File: src/rtl/rshift_multicycle.sv
// rtl/rshift_multicycle.sv - multi-cycle 32-bit logical/arithmetic right shifter
// Applies one barrel level per clock (16, 8, 4, 2, 1) and pulses done with a registered result.
module rshift_multicycle (
  input  logic        clock,
  input  logic        reset_n,
  input  logic        start,
  input  logic [31:0] A,
  input  logic [4:0]  sham,
  input  logic        arith,
  output logic        ready,
  output logic        done,
  output logic [31:0] out
);

  typedef enum logic [1:0] {IDLE, BUSY, DONE} state_t;

  state_t      state, state_nx;
  logic [31:0] work, work_nx;
  logic [4:0]  amt;
  logic        sgn;
  logic [2:0]  stage;

  always_ff @(posedge clock or negedge reset_n) begin
    if (!reset_n) state <= IDLE;
    else          state <= state_nx;
  end

  always_comb begin
    state_nx = state;
    case (state)
      IDLE:    if (start) state_nx = BUSY;
      BUSY:    if (stage == 3'd4) state_nx = DONE;
      DONE:    state_nx = IDLE;
      default: state_nx = IDLE;
    endcase
  end

  // One barrel level per stage; the control bit walks amt from MSB to LSB.
  always_comb begin
    work_nx = work;
    case (stage)
      3'd0: if (amt[4]) work_nx = {{16{sgn}}, work[31:16]};
      3'd1: if (amt[3]) work_nx = {{8{sgn}},  work[31:8]};
      3'd2: if (amt[2]) work_nx = {{4{sgn}},  work[31:4]};
      3'd3: if (amt[1]) work_nx = {{2{sgn}},  work[31:2]};
      3'd4: if (amt[0]) work_nx = {sgn,       work[31:1]};
      default: work_nx = work;
    endcase
  end

  always_ff @(posedge clock or negedge reset_n) begin
    if (!reset_n) begin
      work  <= 32'h0;
      amt   <= 5'h0;
      sgn   <= 1'b0;
      stage <= 3'd0;
      out   <= 32'h0;
    end else begin
      if (state == IDLE && start) begin
        work  <= A;
        amt   <= sham;
        sgn   <= arith & A[31];
        stage <= 3'd0;
      end else if (state == BUSY) begin
        work  <= work_nx;
        stage <= stage + 3'd1;
        if (stage == 3'd4) out <= work_nx;
      end
    end
  end

  assign ready = (state == IDLE);
  assign done  = (state == DONE);

endmodule
File: config.mk
export PLATFORM = sky130hd
export DESIGN_NAME = rshift_multicycle
export DESIGN_NICKNAME = d
export VERILOG_FILES = /design/src/rtl/rshift_multicycle.sv
export SDC_FILE = /design/constraint.sdc
export NUM_CORES = 1
export LEC_CHECK = 0
export ABC_AREA = 1
export BUFFER_PORTS_ARGS = -buffer_cell sky130_fd_sc_hd__buf_2
export CORE_UTILIZATION = 54
export CTS_CLUSTER_DIAMETER = 60
export DETAILED_ROUTE_END_ITERATION = 16
export GPL_ROUTABILITY_DRIVEN = 1
export PLACE_DENSITY = 0.8
export SLEW_MARGIN = 10
export SYNTH_ARGS = -nofsm -noshare
export SYNTH_HDL_FRONTEND = slang
export SYNTH_SLANG_ARGS = --single-unit
File: constraint.sdc
create_clock -name clock -period 1.8 [get_ports clock]
set_input_delay 0.36 -clock clock [delete_from_list [all_inputs] [get_ports clock]]
set_output_delay 0.36 -clock clock [all_outputs]
set_load 0.02 [all_outputs]
# Yosys cells after proc, flatten, opt, wreduce, memory -nomap -nowiden
# Cells that the tools add are included.
[op_classes]
n_mul = 0
bitwise = 2
n_shift = 0
mux = 13
n_addsub = 1
eq_ne = 8
div = 0
reduce_logical = 6
n_lt_le_gt_ge = 0
[op_table]
columns = ["cell", "count"]
rows = [
  ["$mux W32", 7],
  ["$pmux W32 S5", 1],
  ["$eq A3 B2 Y1 const B", 2],
  ["$mux W3", 2],
  ["$mux W2", 2],
  ["$pmux W2 S2", 1],
  ["$add A3 B1 Y3 const B", 1],
  ["$eq A3 B1 Y1 const B", 1],
  ["$eq A3 B3 Y1 const B", 1],
  ["$logic_not A3 Y1", 1],
  ["$reduce_and A3 Y1", 1],
  ["$eq A2 B1 Y1 const B", 1],
  ["$eq A2 B2 Y1 const B", 1],
  ["$logic_not A2 Y1", 1],
  ["$ne A2 B1 Y1 const B", 1],
  ["$ne A2 B2 Y1 const B", 1],
  ["$reduce_and A2 Y1", 1],
  ["$reduce_bool A2 Y1", 1],
  ["$and A1 B1 Y1", 1],
  ["$logic_and A1 B1 Y1", 1],
  ["$not A1 Y1", 1],
]
[word_totals]
mem_bits_rw = 0
ff_bits = 75
latch_bits = 0
elab_cells = 36
mem_count = 0
out_inout_bits = 34
rom_bits = 0

# Depth between registers and ports, before layout
[logic_depth]
ltp_word = 4
mapped_depth = 11

# Least setup slack after synthesis
# OpenSTA, ideal clock, no wires.
[synth_timing]
path_kind = "register -> register"
startpoint = "reg stage[0]"
endpoint = "reg work[5]"
path_slack_ns = 0.113
path_buffers = 2
arrival_ns = 1.622
required_time_ns = 1.735
path_stages_with_launch = 12
setup_ns = 0.065
cell_sequence = "dfrtp_1 -> ha_1 -> ha_1 -> clkbuf_1 -> nor2_2 -> nand3_1 -> buf_2 -> nand2_1 -> nand2_1 -> nand3b_1 -> nand2_1 -> nand2_1"
[synth_between]
elab_chain_len = 4
[synth_lines]
columns = ["element", "line", "source"]
rows = [
  ["from (decl)", "21", "logic [2:0] stage;"],
  ["from (signal assigned)", "66", "stage <= stage + 3'd1;"],
  ["$eq A3 B3 Y1 (tied with other cells)", "41", "case (stage)"],
  ["$pmux W32 S5 (*)", "41", ""],
  ["$mux W32 (*)", "64", "end else if (state == BUSY) begin"],
  ["$mux W32 (*)", "59", "if (state == IDLE && start) begin"],
  ["to (signal assigned)", "65", "work <= work_nx;"],
  ["to (decl)", "18", "logic [31:0] work, work_nx;"],
]
# Every way passes the cells marked *; elsewhere a longest branch is shown, timed or not. The select of a mux whose other input is x is not followed.
# A chain may end at the register's enable or synchronous reset.

# Final worst setup path
[layout_timing]
startpoint = "reg stage[0]"
endpoint = "reg work[22]"
# Same word-level chain as after synthesis.

==> impl_metrics.env <==
export IMPL_status="complete, no violations"
export IMPL_final_nets=1169
export IMPL_synth_compound_area_share_pct=9.03
export IMPL_synth_cell_type_count=25
export IMPL_path_clk_slew_ns=0.06
export IMPL_synth_seq_cells=75
export IMPL_vias=7337
export IMPL_slew_viol_final=0
export IMPL_final_common_cell="nand2_1"
export IMPL_setup_violations=0
export IMPL_clock_latency_ns=0.35
export IMPL_gp_congestion=0.970
export IMPL_synth_seq_area_share_pct=30.6
export IMPL_worst_slew_pin_slew_ns=0.443
export IMPL_crit_required_ns=2.04
export IMPL_r2r_start="stage[0]"
export IMPL_syn_avg_cell_area_sq_um=5.84
export IMPL_hold_start="sham[3]"
export IMPL_ir_drop_mv=1.65
export IMPL_worstSetupEndpointType="register"
export IMPL_drt_vias_per_instance=5.79
export IMPL_worst_path_max_fanout=32
export IMPL_dieArea_sq_um=11800
export IMPL_grt_pass1_wl_mm=33.7
export IMPL_grtUsageTotal_pct=37.4
export IMPL_antenna_found_initial=0
export IMPL_period_minus_slack_ns=1.78
export IMPL_synth_simple_area_share_pct=49.0
export IMPL_tritoncts="built"
export IMPL_rr_endpoint="work[22]"
export IMPL_p_per_area_nw_per_um2=2360
export IMPL_wl_per_cell_microns=16.9
export IMPL_holdPathEnd="amt[3]"
export IMPL_drive_above_1_share_pct=15.3
export IMPL_port_buffers=74
export IMPL_firstDrtPassIters=7
export IMPL_crit_type="reg2reg"
export IMPL_grt_start_max_net_pins=43
export IMPL_setup_ws_ns=0.0225
export IMPL_hpwl_mm=14.0
export IMPL_synthXorXnorAreaFrac_pct=0
export IMPL_max_cap_violations=0
export IMPL_htreeDepth=3
export IMPL_placed_area_sq_um=6890
export IMPL_clock_sinks=75
export IMPL_fin_util_pct=67.2
export IMPL_final_cell_mix="nand2_1, nand3_1, dfrtp_1"
export IMPL_grt_overflow_total=0
export IMPL_skew_ns=0.00750
export IMPL_arrival_ns=2.02
export IMPL_dieHeight_microns=109
export IMPL_root_buffer="clkbuf_16"
export IMPL_synth_top_family_by_area="simple AND/OR/NAND/NOR gates"
export IMPL_synthAdderAreaFrac_pct=1.02
export IMPL_diodes=0
export IMPL_fin_setup_tns_ns=0
export IMPL_hold_viol_final=0
export IMPL_syn_num_nets=1097
export IMPL_drc=0
export IMPL_yosys_warnings=0
export IMPL_area_growth_synth_to_final_pct=19.7
export IMPL_rrSetupSlack_ns=0.02
export IMPL_slew_headroom_pct=70.4
export IMPL_min_delay_path_class="in2reg"
export IMPL_synth_mux_area_share_pct=0
export IMPL_num_rows=38
export IMPL_holdPathStages=3
export IMPL_cts_buffer_depth=2
export IMPL_start_kind="register"
export IMPL_grt_pass1_vias=6535
export IMPL_fin_crit_sh_pct=98.7
export IMPL_wirelength_mm=21.4
export IMPL_ant_nets=0
export IMPL_cts_buffers=9
export IMPL_first_iter_violations=1204
export IMPL_num_io_pins=75
export IMPL_synthCells=1051
export IMPL_power_uw=17400
export IMPL_max_freq_mhz=563
export IMPL_dpl_worst_slack_ns=-0.0310
export IMPL_initial_core_util_pct=56.1
export IMPL_stdcell_area_sq_um=7350
export IMPL_rsz0062_at_grt="true"
export IMPL_die_w_microns=109
export IMPL_core_sq_um=10900
export IMPL_ff2ff_path_depth=9
export IMPL_p_leak_uw=0.00401
export IMPL_syn_area_sq_um=6140
worst max-delay path, cell delays in order (launching register included):
cell      delay [ns]
dfrtp_1         0.41
ha_1            0.21
ha_2            0.20
buf_12          0.18
nand3_1         0.09
nand2_1         0.09
nor2_1          0.16
nand3b_1        0.16
nand2_1         0.09
nand2_1         0.05
cells in the mapped netlist:
library cell | number | share of area [%]
nand3_1 | 112 | 9.1
buf_4 | 3 | 0.37
nor2_4 | 2 | 0.37
nor3_1 | 12 | 0.98
nand2_1 | 495 | 30
o211ai_1 | 23 | 2.8
inv_2 | 3 | 0.18
nand2_2 | 3 | 0.31
o21ai_2 | 1 | 0.14
o21ai_0 | 65 | 5.3
nor2_1 | 62 | 3.8
nand4_1 | 15 | 1.5
inv_1 | 77 | 4.7
nor2_2 | 2 | 0.20
a21oi_1 | 7 | 0.57
nand3b_1 | 18 | 2.2
clkbuf_1 | 20 | 1.2
ha_1 | 5 | 1.0
buf_2 | 40 | 3.3
o22ai_1 | 2 | 0.20
inv_4 | 1 | 0.10
clkinv_1 | 6 | 0.37
nand2_4 | 1 | 0.18
dfrtp_1 | 75 | 31
buf_6 | 1 | 0.18
metrics by stage:
stage,hold WS (ns),std cells
2_1_floorplan,0.0644,1051
3_3_place_gp,0.295,1247
3_5_place_dp,0.290,1247
4_1_cts,0.213,1264
5_1_grt,0.247,1268
6_report,0.213,1268
cells by family (layout without fill, tap and decap cells):
family                     Yosys count  count (layout)
DFF                                 75              75
buffers and inverters              151             228
adders and majority gates            5               5
and+or+nand+nor                    722             722
AOI/OAI and AO/OA                   98              98
worst max-delay path by stage:
stage,cells past startpoint,startpoint,end,slack (ns)
4_1_cts,10,stage[0],work[11],0.01
5_1_grt,9,stage[0],work[22],-0.07
3_3_place_gp,10,stage[0],work[26],0.07
3_5_place_dp,8,stage[0],out[11],-0.03
2_1_floorplan,11,stage[0],work[5],0.11
6_report,9,stage[0],work[22],0.02
flip-flops by register name, summed over array words and instances (netlist names):
| register | count |
|---|---|
| out | 32 |
| work | 32 |
| amt | 5 |
| stage | 3 |
| state | 2 |
| sgn | 1 |
repair_timing:
action | 4_1_cts | 5_1_grt
resized for setup | 2 | 26
setup endpoints to repair | 6 | 63
gates cloned | 0 | 1
pin swaps | 0 | 6
endpoints found under the hold margin | 24 | 0
hold buffers | 1 | 0
buffers inserted | 0 | 3
final cells by class:
| type | count | area (sq um) |
|---|---|---|
| clock buffers | 10 | 239 |
| clock inverters | 6 | 63.8 |
| fillers | 999 | 3590 |
| inverters | 87 | 337 |
| multi-input cells | 825 | 3710 |
| flip-flops and latches | 75 | 1880 |
| well taps | 140 | 175 |
| repair buffers | 125 | 942 |
report_power, final:
part / leakage, uW / switching (uW) / internal [uW] / total [uW]
registers: 0.000911 / 840 / 2590 / 3430
clock network: 0.000145 / 764 / 1110 / 1870
logic: 0.00296 / 8050 / 4010 / 12100
total: 0.00401 / 9650 / 7710 / 17400
layer usage:
layer / share of wire [%] / track usage (%) / vias up / wire [microns]
met5: 0 / 0 / - / 0
met2: 42 / 55.2 / 555 / 9070
met4: 4.7 / 17.6 / 0 / 1010
li1: - / - / 3471 / -
met3: 13 / 9.34 / 101 / 2820
met1: 40 / 51.1 / 3210 / 8530
Power figures use the tool's default switching activity.
